--- config.mk ---
export PLATFORM = sky130hd
export DESIGN_NAME = usb3_rx_os_ctl
export DESIGN_NICKNAME = d
export VERILOG_FILES = /design/src/rtl/usb3_rx_os_ctl.sv
export SDC_FILE = /design/constraint.sdc
export NUM_CORES = 1
export LEC_CHECK = 0
export CAP_MARGIN = 20
export CORE_MARGIN = 1
export CORE_UTILIZATION = 45
export CTS_BUF_LIST = sky130_fd_sc_hd__clkbuf_16
export CTS_CLUSTER_SIZE = 30
export DETAILED_ROUTE_END_ITERATION = 8
export GPL_TIMING_DRIVEN = 0
export PLACE_DENSITY = 0.77
export SETUP_SLACK_MARGIN = 0.4
export SLEW_MARGIN = 20
export SYNTH_ARGS = -nofsm -noshare
export SYNTH_HDL_FRONTEND = slang
export SYNTH_SLANG_ARGS = --single-unit
--- constraint.sdc ---
create_clock -name local_clk -period 3.1 [get_ports local_clk]
set_clock_uncertainty 0.05 [all_clocks]
set_input_delay 0.62 -clock local_clk [delete_from_list [all_inputs] [get_ports local_clk]]
set_output_delay 0.62 -clock local_clk [all_outputs]
set_load 0.05 [all_outputs]
--- src/rtl/usb3_rx_os_ctl.sv ---
// RX ordered-set controller: parses word-aligned TS1/TS2 sets from the descrambler,
// tracks runs of identical sets and latches scrambling off after a qualified TS2 run.
module usb3_rx_os_ctl #(
  parameter int TS2_THRESH = 8,
  parameter int CNT_W      = 4
) (
  input  logic             local_clk,
  input  logic             reset_n,
  input  logic [31:0]      proc_data,
  input  logic [3:0]       proc_datak,
  input  logic             proc_active,
  input  logic             err_skp_unexpected,
  input  logic             link_reset,
  output logic             scr_enable,
  output logic             ts1_det,
  output logic             ts2_det,
  output logic [7:0]       link_func,
  output logic [CNT_W-1:0] run_cnt,
  output logic [CNT_W-1:0] skp_err_cnt
);

  localparam logic [7:0]       IDENT_TS1 = 8'h4A;
  localparam logic [7:0]       IDENT_TS2 = 8'h45;
  localparam logic [7:0]       SYM_COM   = 8'hBC;
  localparam logic [CNT_W-1:0] THRESH    = CNT_W'(TS2_THRESH);
  localparam logic [CNT_W-1:0] CNT_ONE   = CNT_W'(1);

  typedef enum logic [1:0] {IDLE, HDR, BODY1, BODY2} state_t;

  state_t           state, state_nxt;
  logic [7:0]       cap_ident, cap_func, prev_ident;
  logic [CNT_W-1:0] run_inc, run_nxt;
  logic             is_w0, is_w1, is_body;
  logic             do_capture, do_classify, do_malformed;
  logic             skp_prev;

  // proc_active is a valid-only qualifier: a word is consumed on every cycle it is
  // high and there is no ready/backpressure path; low cycles simply hold the parse.
  assign is_w0   = (proc_datak == 4'hF) && (proc_data == {4{SYM_COM}});
  assign is_w1   = (proc_datak == 4'h0) && (proc_data[7:0] == 8'h00) &&
                   (proc_data[23:16] == proc_data[31:24]) &&
                   ((proc_data[31:24] == IDENT_TS1) || (proc_data[31:24] == IDENT_TS2));
  assign is_body = (proc_datak == 4'h0) && (proc_data == {4{cap_ident}});

  always_ff @(posedge local_clk or negedge reset_n) begin
    if (!reset_n)        state <= IDLE;
    else if (link_reset) state <= IDLE;
    else                 state <= state_nxt;
  end

  always_comb begin
    state_nxt    = state;
    do_capture   = 1'b0;
    do_classify  = 1'b0;
    do_malformed = 1'b0;
    if (proc_active) begin
      case (state)
        IDLE: if (is_w0) state_nxt = HDR;
        HDR: begin
          if (is_w1) begin
            do_capture = 1'b1;
            state_nxt  = BODY1;
          end else if (!is_w0) begin
            do_malformed = 1'b1;
          end
        end
        BODY1: begin
          if (is_body) state_nxt = BODY2;
          else         do_malformed = 1'b1;
        end
        BODY2: begin
          if (is_body) begin
            do_classify = 1'b1;
            state_nxt   = IDLE;
          end else begin
            do_malformed = 1'b1;
          end
        end
        default: state_nxt = IDLE;
      endcase
      // A broken set may itself be the header of the next one.
      if (do_malformed) state_nxt = is_w0 ? HDR : IDLE;
    end
  end

  assign run_inc = (&run_cnt) ? run_cnt : run_cnt + CNT_ONE;
  assign run_nxt = ((cap_ident == prev_ident) && (cap_func == link_func)) ? run_inc : CNT_ONE;

  always_ff @(posedge local_clk or negedge reset_n) begin
    if (!reset_n) begin
      scr_enable <= 1'b1;
      ts1_det    <= 1'b0;
      ts2_det    <= 1'b0;
      link_func  <= 8'h00;
      run_cnt    <= '0;
      cap_ident  <= 8'h00;
      cap_func   <= 8'h00;
      prev_ident <= 8'h00;
    end else if (link_reset) begin
      scr_enable <= 1'b1;
      ts1_det    <= 1'b0;
      ts2_det    <= 1'b0;
      link_func  <= 8'h00;
      run_cnt    <= '0;
      cap_ident  <= 8'h00;
      cap_func   <= 8'h00;
      prev_ident <= 8'h00;
    end else begin
      ts1_det <= 1'b0;
      ts2_det <= 1'b0;
      if (do_capture) begin
        cap_ident <= proc_data[31:24];
        cap_func  <= proc_data[15:8];
      end
      if (do_classify) begin
        ts1_det    <= (cap_ident == IDENT_TS1);
        ts2_det    <= (cap_ident == IDENT_TS2);
        link_func  <= cap_func;
        prev_ident <= cap_ident;
        run_cnt    <= run_nxt;
        // Threshold uses the post-increment count; once cleared it stays cleared.
        if ((cap_ident == IDENT_TS2) && cap_func[3] && (run_nxt >= THRESH))
          scr_enable <= 1'b0;
      end else if (do_malformed) begin
        run_cnt <= '0;
      end
    end
  end

  // Edge tracking survives link_reset so a level held across it is not recounted.
  always_ff @(posedge local_clk or negedge reset_n) begin
    if (!reset_n) skp_prev <= 1'b0;
    else          skp_prev <= err_skp_unexpected;
  end

  always_ff @(posedge local_clk or negedge reset_n) begin
    if (!reset_n)                                                skp_err_cnt <= '0;
    else if (link_reset)                                         skp_err_cnt <= '0;
    else if (err_skp_unexpected && !skp_prev && !(&skp_err_cnt)) skp_err_cnt <= skp_err_cnt + CNT_ONE;
  end

endmodule

==> results of run 1 <==
## kinds of logic after synthesis
kind of cell | Yosys count
adders and majority gates | 7
buffers and inverters | 21
xor gates and xnor gates | 30
and+or+nand+nor | 125
AOI/OAI and AO/OA | 47
muxes | 17
DFF | 46
## what timing repair did
item	in CTS	in global routing
setup buffers	10	3
gates resized for setup	56	24
pin swaps	20	11
hold endpoints to repair	0	0
setup endpoints to repair	40	24
## metal layers
layer	vias up	global-route usage, %	part of all wire [%]
met5	-	0	0
met4	0	9.64	2.1
met3	15	3.71	4.2
met2	92	40.0	48
met1	1248	32.9	46
li1	1237	-	-
## power breakdown
group | internal [µW] | switching (µW)
Sequential | 603 | 2.14
Combinational | 64.9 | 83.8
Clock | 463 | 226
## through the flow
step | hold slack [ps] | TNS, ps
floorplan | 274 | 0
global placement | 448 | -6370
detailed placement | 452 | -7970
CTS | 313 | 0
global route | 338 | 0
finish | 294 | 0
## area by class of cell
| type | instances | area share [%] |
|---|---|---|
| inverter | 7 | 0.665 |
| clock buffer | 5 | 3.17 |
| timing repair buffer | 70 | 16.6 |
| multi-input combinational | 226 | 44.5 |
| tap | 75 | 2.37 |
| clock inverter | 3 | 1.74 |
| buffer | 14 | 1.77 |
| sequential | 46 | 29.2 |
## critical path: cells and delay by family
family                 cells  cell delay [ps]
AO/OA/AOI/OAI              3              590
buffers and inverters      1              280
AND/OR/NAND/NOR            3             1270
## placed cells by master, fill, tap and decap left out, types with 3 or more instances in the layout
cell type and n:
sky130_fd_sc_hd__or4_1 4, sky130_fd_sc_hd__o21ai_1 3, sky130_fd_sc_hd__mux2i_1 17, sky130_fd_sc_hd__a21oi_1 8, sky130_fd_sc_hd__nand2_1 19, sky130_fd_sc_hd__buf_2 4
sky130_fd_sc_hd__ha_1 7, sky130_fd_sc_hd__nand3b_1 3, sky130_fd_sc_hd__dfrtp_1 45, sky130_fd_sc_hd__clkdlybuf4s50_1 25, sky130_fd_sc_hd__o21ai_0 3, sky130_fd_sc_hd__clkbuf_1 9
sky130_fd_sc_hd__dlymetal6s2s_1 6, sky130_fd_sc_hd__nor2_1 29, sky130_fd_sc_hd__xor2_1 11, sky130_fd_sc_hd__nand2b_1 3, sky130_fd_sc_hd__xnor2_1 19, sky130_fd_sc_hd__inv_1 7
sky130_fd_sc_hd__clkbuf_16 5, sky130_fd_sc_hd__nand4_1 12, sky130_fd_sc_hd__dlygate4sd2_1 17, sky130_fd_sc_hd__nor3_1 5, sky130_fd_sc_hd__buf_4 13, sky130_fd_sc_hd__a211oi_1 4
sky130_fd_sc_hd__or4_4 3, sky130_fd_sc_hd__a22o_1 8, sky130_fd_sc_hd__nand3_1 11, sky130_fd_sc_hd__nor3_2 4, sky130_fd_sc_hd__buf_6 3, sky130_fd_sc_hd__clkbuf_2 3
## sequential cells by signal, indices dropped and copies added (netlist names)
signal	flops
skp_prev	1
prev_ident	8
ts1_det	1
state	2
run_cnt	4
cap_func	8
skp_err_cnt	4
link_func	8
scr_enable	1
cap_ident	8
ts2_det	1
## how the worst min path moves through the flow
stage	start	end	slack, ps	cells past startpoint
4_1_cts	reset_n	run_cnt[2]	310	1
3_5_place_dp	scr_enable	scr_enable	450	2
2_1_floorplan	reset_n	cap_func[0]	270	0
5_1_grt	reset_n	run_cnt[2]	340	1
6_report	reset_n	run_cnt[2]	290	1
3_3_place_gp	scr_enable	scr_enable	450	2
==> metrics list, run 1 <==
- Detailed routing inserted a total of 2592 vias.
- In the routed design, unresolved DRC markers number 0.
- Setup violations remaining at the end of the flow were counted as 0.
* Share of synthesized cell area in full adder, half adder and majority cells: 3.10%
- Routed Wire Length: 7.51 mm
- Total clock sinks: 46
- Measured along the y axis, the die boundary spans 81.3 µm.
- Largest net degree at the start of global routing: 26
- In this run the horizontal extent of the chip is slightly above 80 µm.
* Path class of the lowest-slack min-delay path: primary input to async pin
- Xor/xnor cell area share of the yosys netlist: 9.30%
- The later pin in the worst-skew pair is clocked with a latency of 290 ps.
* Worst Reg2Reg Path Length in Cells: 7
* Count of pins over their slew limit: 0
- TritonCTS built the clock tree.
- Of the post-synthesis cell area, the dominant cell type holds 39.8%.
- The floorplan has 28 rows.
* Dominant combinational cell family by area after synthesis: simple AND/OR/NAND/NOR gates
* Async S/R FF share, synth: 100%
- In the finished design, the share of the clock period the worst path needs comes to 84.8%.
- At the end of the flow, the number of nets in the layout was 418.
- Of the cells placed in the final design, the portion with a size suffix greater than 1 is between 10% and 20%.
* Run status: completed
- Core area: about 6000 µm²
- Hold Vio Cnt, Final: 0
* Minimum setup slack among reg-to-reg paths: 560 ps
- Dividing the detail-routed wire length by the instance count gives 16.8 µm.
- Buffers inserted to repair hold after CTS numbered 0.
- Least-Margin Pin Slew: 683 ps
- No sink is reached through more buffers than the 2 on the longest clock path.
- Cell types with the largest area share after synthesis: sky130_fd_sc_hd__dfrtp_1 40%, sky130_fd_sc_hd__mux2i_1 6.0%, sky130_fd_sc_hd__xnor2_1 5.9%
* Simple-gate portion of the synthesized area: between 20% and 30%
- Post-synthesis mux area share: 6.02%
- Of all nets on the critical path, the largest fanout is 4.
- Nature of the critical path startpoint: primary input
- Lkg Pwr: 0.00164 µW
- The sequential cells in the finished layout cover a total of around 1200 µm².
* Worst ir drop on vdd: 0.327 mV
- Cell with the most instances on the worst path: sky130_fd_sc_hd__or4_1
- The biggest area contributor in the post-synthesis netlist is sky130_fd_sc_hd__dfrtp_1.
- Worst setup path start: proc_data[1]
- Worst stage delay on the critical path: 550 ps
* Remaining global-route overflow: 0
* Count leader, synth: sky130_fd_sc_hd__dfrtp_1
* Critical Path RT: 3230 ps
- Drt first-iter violations: between 100 and 150
- Starting density of the core: 47.2%
* Critical path endpoint category: flip-flop
* Share of the synthesized area in compound gates (AO/OA/AOI/OAI): 12.2%
- R2R Path End: state[1]
- Arr. time, crit path: 2760 ps
* Worst Setup EP: state[1]
- During synthesis, Yosys emitted a total of 0 warnings.
- Total power for the finished layout comes to around 1400 µW.
- Count of state elements after synthesis: 46
- Counting instances in the post-synthesis netlist gives the leading cell types as 45 x sky130_fd_sc_hd__dfrtp_1, 29 x sky130_fd_sc_hd__nor2_1, 19 x sky130_fd_sc_hd__nand2_1, 19 x sky130_fd_sc_hd__xnor2_1, 17 x sky130_fd_sc_hd__mux2i_1.
- The worst path needs 2630 ps of the cycle, external delays included.
* Post-synthesis cell count: 293
- For this run, the register share of the synthesized area comes to 40.8%.
- Fin worst setup slack: 471 ps
- The floorplan step defined a die boundary enclosing approximately 6600 µm².
- Overall Global Routing Usage: 24.6%
- The initial antenna violation count was 0.
- Among all flip-flop cells after synthesis, the most frequent one is sky130_fd_sc_hd__dfrtp_1.
- Synthesis instantiated 58 different standard cells from the library.
* Post-synthesis average cell area: 9.65 µm²
* Final core utilization: 66.0%
- Quantity of I/O buffers inserted on ports: 56
- During I/O placement, the number of pins put on the boundary was 60.
- After detailed placement, the design holds a cell count of 425.
* Non-filler instance count after layout: around 450
- The tree is rooted in a sky130_fd_sc_hd__clkbuf_16.
- The number of antenna diodes in the final layout is 0.
- Compared with the post-synthesis result, the final layout area differs by 39.8%.
- Routability-driven placement finished with a final weighted congestion of 0.972.
* Ordered list of cells on the worst path: dlygate4sd2_1 -> or4_1 -> a22oi_2 -> nand4_1 -> o22a_1 -> or4_1 -> o311ai_1
- The worst setup path is of the primary input to flip-flop kind.
* Dpl ws: -380 ps
- The cell area that synthesis handed to floorplanning was 2830 µm².
* Maximum level of the CTS H-tree: 2
* Critical Path Slowest Stage Cell: sky130_fd_sc_hd__or4_1
* Relative slew slack: a little over half
- After filler insertion, the fill cell instance count of the layout stands at 489.
- Across the run, the number of max-cap violations was 0.
- Power density over the cells: 365 nW/µm²
* Startpoint of the worst register-to-register path: cap_ident[7]
- Footprint of the multi-input gates: roughly 1800 µm²
* Unrepaired setup endpoints after global routing: no
- Summing all non-filler instances in the final layout gives an area of 3950 µm².
* Number of nets produced by synthesis: 341
* Post-detailed-route count of antenna-violating nets: 0
- Post-Place Cell Area: 3500 µm²
* Wire length of the first global-routing pass: 12.4 mm
- Detailed placement finished with a half-perimeter wire length of 5.46 mm.
* Ratio of routed vias to standard cells: 5.81
- For this run, the top clock speed supported by timing is 380 MHz.
- Number of synthesized flops with an enable pin: 0
* Vias in the first global route: 2565
* Number of buffers created by CTS: 5
- The first detailed-routing pass ran for 4 iterations.
* Clock Pin Slew Worst Setup and Hold Paths: 60 ps
Power figures use the tool's default switching activity.
==> run 2, diff against run 1 <==
Settings changed: PLACE_DENSITY 0.77 to 0.8.
Clock period 3.1 ns to 2.19 ns, I/O delays scaled along.
==> run 2 against run 1 <==
  * Die area stayed put
  * The run now ends with setup timing left
  * Critical path type unchanged
  * Critical endpoint is now prev_ident[4]
  * Largest cell class unchanged
  * First-iteration DRC count rose by 37%
  * Worst setup slack worse by 810 ps
  * Clock power is 26% higher
  * Power grew 35%
  * Routed wire length grew 25%
==> metrics list, run 2 (synthesis gave the netlist of run 1 again) <==
- The detailed-router iteration count before antenna repair came to 4 (unchanged).
* Final Wtd Congestion: 0.932 (was 0.972)
- Path class of the lowest-slack min-delay path: primary input to async pin (unchanged)
- The wire length of the first global-routing pass was 13.0 mm (was 12.4 mm).
- Worst ir drop on vdd: 0.499 mV (was 0.327 mV)
- The global route total overflow came to 0 (unchanged).
- The least setup slack across all paths after layout came to -335 ps (was 471 ps).
- The max-slew violation total from the final report came to 0 (unchanged).
* Post-route fraction of the period consumed by the critical path: 115%
- Clock Latency Late Sink: 290 ps (about the same)
- The commonest non-fill, non-tap cell in the layout is sky130_fd_sc_hd__dfrtp_1 (unchanged).
- The fill cell total of the finished layout is 390 (was 489).
- The data required time of the critical path was 2290 ps (was 3230 ps).
- Startpoint of the worst register-to-register path: cap_ident[4] (was cap_ident[7])
- Ratio of routed vias to standard cells: 6.13 (was 5.81)
- The pre-CTS setup slack is -961 ps (was -380 ps).
- Run status: finished, violations left (was completed).
* Die outline area: 6600 µm² (unchanged)
- Maximum fanout count along the critical path: 5 (was 4)
- Lkg Pwr: 0.00196 µW (was 0.00164 µW)
* Worst Reg2Reg Path Length in Cells: 10 (was 7)
- Maximum clock path buffer count: 2 (unchanged)
* Core area: 5990 µm² (unchanged)
- The kind of launch point of the worst setup path is a primary input (unchanged).
* Final period demand of the worst path: 2530 ps
- Most frequent cells in the layout: 45 x sky130_fd_sc_hd__dfrtp_1, 38 x sky130_fd_sc_hd__dlygate4sd2_1, 27 x sky130_fd_sc_hd__nor2_1 (was 45 x sky130_fd_sc_hd__dfrtp_1, 29 x sky130_fd_sc_hd__nor2_1, 25 x sky130_fd_sc_hd__clkdlybuf4s50_1)
* Number of maximum-capacitance constraint violations: 0 (unchanged)
- Total clock sinks: 46 (unchanged)
* Via Count: 2885 (was 2592)
- Antenna violations before repair: 0 (unchanged)
- Clock Pin Slew Worst Setup and Hold Paths: 60 ps (about the same)
* Largest net degree at the start of global routing: 33 (was 26)
* Worst setup path start: proc_data[5] (was proc_data[1])
* Overall Global Routing Usage: 26.3% (was 24.6%)
* Routed wirelength normalized by instance count: 20.0 µm (was 16.8 µm)
* Unrepaired setup endpoints after global routing: yes (was no)
- The via count of the first global-routing pass was 2751 (was 2565).
* Die W: 81.3 µm (unchanged)
- The power per cell area was 440 nW/µm² (was 365 nW/µm²).
- The global-route met1 utilization came to 31.1% (was 32.9%).
* Post-detailed-route count of antenna-violating nets: 0 (unchanged)
* Drt first-iter violations: 193 (was 141)
- The area occupied by multi-input gates was 1980 µm² (was 1760 µm²).
- The global-route met2 utilization came to 45.5% (was 40.0%).
- Arr. time, crit path: 2630 ps (was 2760 ps)
- Area growth from synthesis to final layout: 56.9% (was 39.8%)
- The cell occurring most often along the worst timing path is sky130_fd_sc_hd__buf_6 (was sky130_fd_sc_hd__or4_1).
- The kind of critical path is primary input to flip-flop (unchanged).
- The final reports fail on setup timing.
- Relative slew slack: 64.5% (was 54.2%)
* Quantity of I/O buffers inserted on ports: 56 (unchanged)
- Maximum level of the CTS H-tree: 2 (unchanged)
- # rows: 28 (unchanged)
- The remaining routing DRC violations is 0 (unchanged).
- Hold Vio Cnt, Final: 0 (unchanged)
- R2R Path End: prev_ident[4] (was state[1])
* Count of boundary I/O pins: 60 (unchanged)
- The clock power share was 44.6% (was 47.8%).
- The total wire length was 9.41 mm (was 7.51 mm).
- The net switching power figure came to 464 µW (was 312 µW).
- The area of all placed cells without fillers is 4430 µm² (was 3950 µm²).
- Net switching fraction of the power: 23.8% (was 21.6%)
* Height of the chip: 81.3 µm (unchanged)
- Post-Place Cell Area: 3540 µm² (was 3500 µm²)
- For this run, the top clock speed supported by timing is 396 MHz.
- The delay of the slowest critical-path stage was 550 ps (about the same).
- Minimum setup slack among reg-to-reg paths: -330 ps (was 560 ps)
- Relative contribution of combinational cells to total power: 11.6% (was 10.3%)
* Diode insertion count for antenna repair: 0 (unchanged)
* Number of buffers created by CTS: 5 (unchanged)
- Layout Nets: 443 (was 418)
- Critical Path Slowest Stage Cell: sky130_fd_sc_hd__or4_1 (unchanged)
* CTS Root Buffer Type: sky130_fd_sc_hd__clkbuf_16 (unchanged)
- The initial cell density of the core is 47.2% (unchanged).
* Share of post-route cells with drive strength above 1: 32.6% (was 17.8%)
* Worst Setup EP: prev_ident[4] (was state[1])
- Ordered list of cells on the worst path: dlygate4sd2_1 -> or4_1 -> a22oi_2 -> nand4_4 -> buf_6 -> nor2_4 -> buf_6 -> buf_8 -> mux2i_1 -> nor2_1 (was dlygate4sd2_1 -> or4_1 -> a22oi_2 -> nand4_1 -> o22a_1 -> or4_1 -> o311ai_1).
- The endpoint type of the worst setup path was a flip-flop (unchanged).
- Least-Margin Pin Slew: 527 ps (was 683 ps)
* Met3 track demand over resource in global routing: 3.37% (was 3.71%)
- The internal cell power was 1490 µW (was 1130 µW).
* Clock tree from TritonCTS: yes (unchanged)
* Half-perimeter wire length after detailed placement: 5.30 mm (was 5.46 mm)
- Sequential standard cell area: 1150 µm² (unchanged)
- The count of placed standard cells including taps is 425 (unchanged).
- Setup violations, final: 41 (was 0)
- Part of the power in registers: 43.8% (was 41.9%)
- Global routing's busiest layer: met2 (unchanged)
- Non-filler instance count after layout: 471 (was 446)
## run 2: cell types whose count changed in the layout (fill, tap and decap cells not counted), moves of 5 or more
cell / previous run / this run
sky130_fd_sc_hd__clkdlybuf4s50_1: 25 / 3
sky130_fd_sc_hd__nand2_1: 19 / 14
sky130_fd_sc_hd__clkbuf_1: 9 / 2
sky130_fd_sc_hd__buf_4: 13 / 19
sky130_fd_sc_hd__a21oi_2: 0 / 5
sky130_fd_sc_hd__buf_6: 3 / 20
sky130_fd_sc_hd__a21oi_1: 8 / 3
sky130_fd_sc_hd__dlygate4sd2_1: 17 / 38
## run 2: stage by stage
| step | util [%] | total power, µW | hold WS, ps | TNS (ps) |
|---|---|---|---|---|
| 6_report | 74.0 | 1950 | 8.14 | -8760 |
| 5_1_grt | 74.0 | 2000 | 33.6 | -10680 |
| 4_1_cts | 66.9 | 1930 | 18.1 | -6270 |
| 3_5_place_dp | 59.1 | 1070 | 324 | -32660 |
| 3_3_place_gp | 58.8 | 1070 | 437 | -57300 |
| 2_1_floorplan | - | 944 | 92.4 | -4210 |
## run 2: worst min-delay path by stage
stage	from	endpoint	slack (ps)
2_1_floorplan	reset_n	cap_func[0]	90
3_3_place_gp	scr_enable	scr_enable	440
3_5_place_dp	reset_n	cap_ident[5]	320
4_1_cts	reset_n	cap_ident[5]	20
5_1_grt	reset_n	cap_ident[4]	30
6_report	reset_n	cap_ident[5]	8
## run 2: repair_timing
action                     CTS  global route
pin swaps                   30            35
cloned                       1             2
hold buffers                 0             0
gates resized for setup    102            79
buffers inserted            20            15
setup endpoints to repair   60            44
## run 2: layout make-up
cell class	instances	share of cell area, %
tap	75	2.12
sequential	46	26.0
timing repair buffer	94	20.6
clock inverter	3	0.988
inverter	7	0.593
clock buffer	5	2.82
multi-input combinational	227	44.7
buffer	14	2.20
## run 2: power groups by stage
stage                     sequential [µW]  combinational, µW  clock, µW
after floorplan                       880               63.8          0
after global placement                872                196          0
after detailed placement              872                202          0
after CTS                             856                202        871
after global routing                  856                241        907
final                                 856                226        870
## run 2: layer usage
layer  up-vias  wire length, µm
met1      1424             3690
met3        34              579
met5         -                0
met2       140             4770
li1       1287                -
met4         0              374
## run 2: worst max-delay path, delay by kind of cell
family / cells / cell delay, ps
simple gates: 4 / 1010
buf+inv: 4 / 710
mux: 1 / 240
compound gates: 1 / 210
==> patch, RTL diff (flow settings as in run 1) <==
The parameter `CNT_W` goes from 4 to 3.
--- a/src/rtl/usb3_rx_os_ctl.sv
+++ b/src/rtl/usb3_rx_os_ctl.sv
@@ -2,7 +2,7 @@
 // tracks runs of identical sets and latches scrambling off after a qualified TS2 run.
 module usb3_rx_os_ctl #(
   parameter int TS2_THRESH = 8,
-  parameter int CNT_W      = 4
+  parameter int CNT_W      = 3
 ) (
   input  logic             local_clk,
   input  logic             reset_n,
Interface: changed (resized run_cnt and skp_err_cnt); port bits go from 60 to 58. The function was not compared with the original's and may differ.
==> patch against run 1 <==
  * Register-to-register slack worse by 30 ps
  * Worst setup slack worse by 43 ps
  * Design area down 3.9%
  * Total power down 8.3%
  * Synthesized area down 1.5%
  * Wire length up 2.8%
  * Sequential cell count down 2
  * Critical endpoint is now prev_ident[3]
  * Highest routed layer unchanged
==> patch: results (changes against run 1) <==
[metrics] outcome: complete, no violations (unchanged)
[metrics] sequential cell area fraction in the yosys report: 39.6% (was 40.8%)
[metrics] launch point of the worst reg-to-reg path: cap_ident[0] (was cap_ident[7])
[metrics] fraction of the mapped netlist area in compound gates: 11.3% (was 12.2%)
[metrics] power share of the sequential group: 43.7% (was 41.9%)
[metrics] internal power: 1020 uW (was 1130 uW)
[metrics] endpoint of the lowest-slack register-to-register path: prev_ident[3] (was state[1])
[metrics] total number of nets in the final design: 416 (was 418)
[metrics] setup fix buffers added after clock tree synthesis: 8 (was 10)
[metrics] synthesized-area fraction occupied by xor and xnor cells: 7.55% (was 9.30%)
[metrics] startpoint of the worst setup timing path: proc_data[4] (was proc_data[1])
[metrics] number of I/O port buffers: 57 (was 56)
[metrics] post-cts resize count: 41 (was 56)
[metrics] biggest fanout along the worst timing path: 5 (was 4)
[metrics] Worst Reg-to-Reg Cells: 9 (was 7)
[metrics] maximum number of pins on one net before global-route repair: 31 (was 26)
[metrics] register-to-register setup slack: 530 ps (was 560 ps)
[metrics] number of different library cells in the post-synthesis netlist: 54 (was 58)
[metrics] critical path data arrival time: 2780 ps (was 2760 ps)
[metrics] power in combinational cells: 132 uW (was 149 uW)
[metrics] weighted congestion at the end of routability-driven global placement: 0.879 (was 0.972)
[metrics] total global routing track utilization: 24.7% (was 24.6%)
[metrics] count of routing violations after the opening detailed-route iteration: 179 (was 141)
[metrics] most area-consuming cells after synthesis: sky130_fd_sc_hd__dfrtp_1, sky130_fd_sc_hd__xnor2_1, sky130_fd_sc_hd__mux2i_1 (was sky130_fd_sc_hd__dfrtp_1, sky130_fd_sc_hd__mux2i_1, sky130_fd_sc_hd__xnor2_1)
[metrics] Leakage Power: 0.00162 uW (was 0.00164 uW)
[metrics] Post-synth top cells: sky130_fd_sc_hd__dfrtp_1, sky130_fd_sc_hd__nand2_1, sky130_fd_sc_hd__nor2_1 (was sky130_fd_sc_hd__dfrtp_1, sky130_fd_sc_hd__nor2_1, sky130_fd_sc_hd__nand2_1, sky130_fd_sc_hd__xnor2_1, sky130_fd_sc_hd__mux2i_1)
[metrics] first-pass GRT wire length: 12.0 mm (was 12.4 mm)
patch: through the flow:
step	setup TNS, ps	hold WS, ps	area [um2]	std cells	setup slack, ps
global route	0	228	3800	442	388
detailed placement	-1980	436	3460	424	-170
finish	0	202	3800	442	428
floorplan	0	274	2790	291	655
CTS	0	217	3760	441	422
global placement	-1560	434	3450	423	-131
patch: logic make-up after synthesis:
kind of cell / after synthesis
adder cells (fa/ha/maj): 9
AO/OA/AOI/OAI: 41
flip-flops: 44
buffers and inverters: 23
multiplexers: 18
AND/OR/NAND/NOR: 132
XOR/XNOR: 24
patch: worst min path at each step:
stage / startpoint / to / cells past startpoint
floorplan: reset_n / cap_func[0] / 0
global placement: scr_enable / scr_enable / 2
detailed placement: scr_enable / scr_enable / 2
CTS: reset_n / state[1] / 1
global route: reset_n / state[0] / 1
finish: reset_n / run_cnt[1] / 1
patch: cell type report:
type                       instances  area (um2)  area share [%]
buffer                            16         101            2.67
multi-input combinational        224        1620            42.7
clock buffer                       5         125            3.29
inverter                           7        26.3           0.691
tap                               75        93.8            2.47
clock inverter                     3        46.3            1.22
sequential                        44        1100            29.0
timing repair buffer              68         683            18.0
patch: metal layers:
metal,global-route usage (%),up-vias,wire length (um)
li1,-,1206,-
met1,31.9,1246,3220
met2,42.4,78,3960
met3,3.30,8,461
met4,8.21,0,85
met5,0,-,0
patch: worst max-delay path: stages:
cell and delay, ps:
sky130_fd_sc_hd__dlygate4sd2_1 280, sky130_fd_sc_hd__or3_1 400, sky130_fd_sc_hd__a222oi_1 310, sky130_fd_sc_hd__o2111a_1 280, sky130_fd_sc_hd__and4_4 240, sky130_fd_sc_hd__buf_6 120, sky130_fd_sc_hd__bufbuf_16 260, sky130_fd_sc_hd__mux2i_1 200
sky130_fd_sc_hd__nor2_1 60
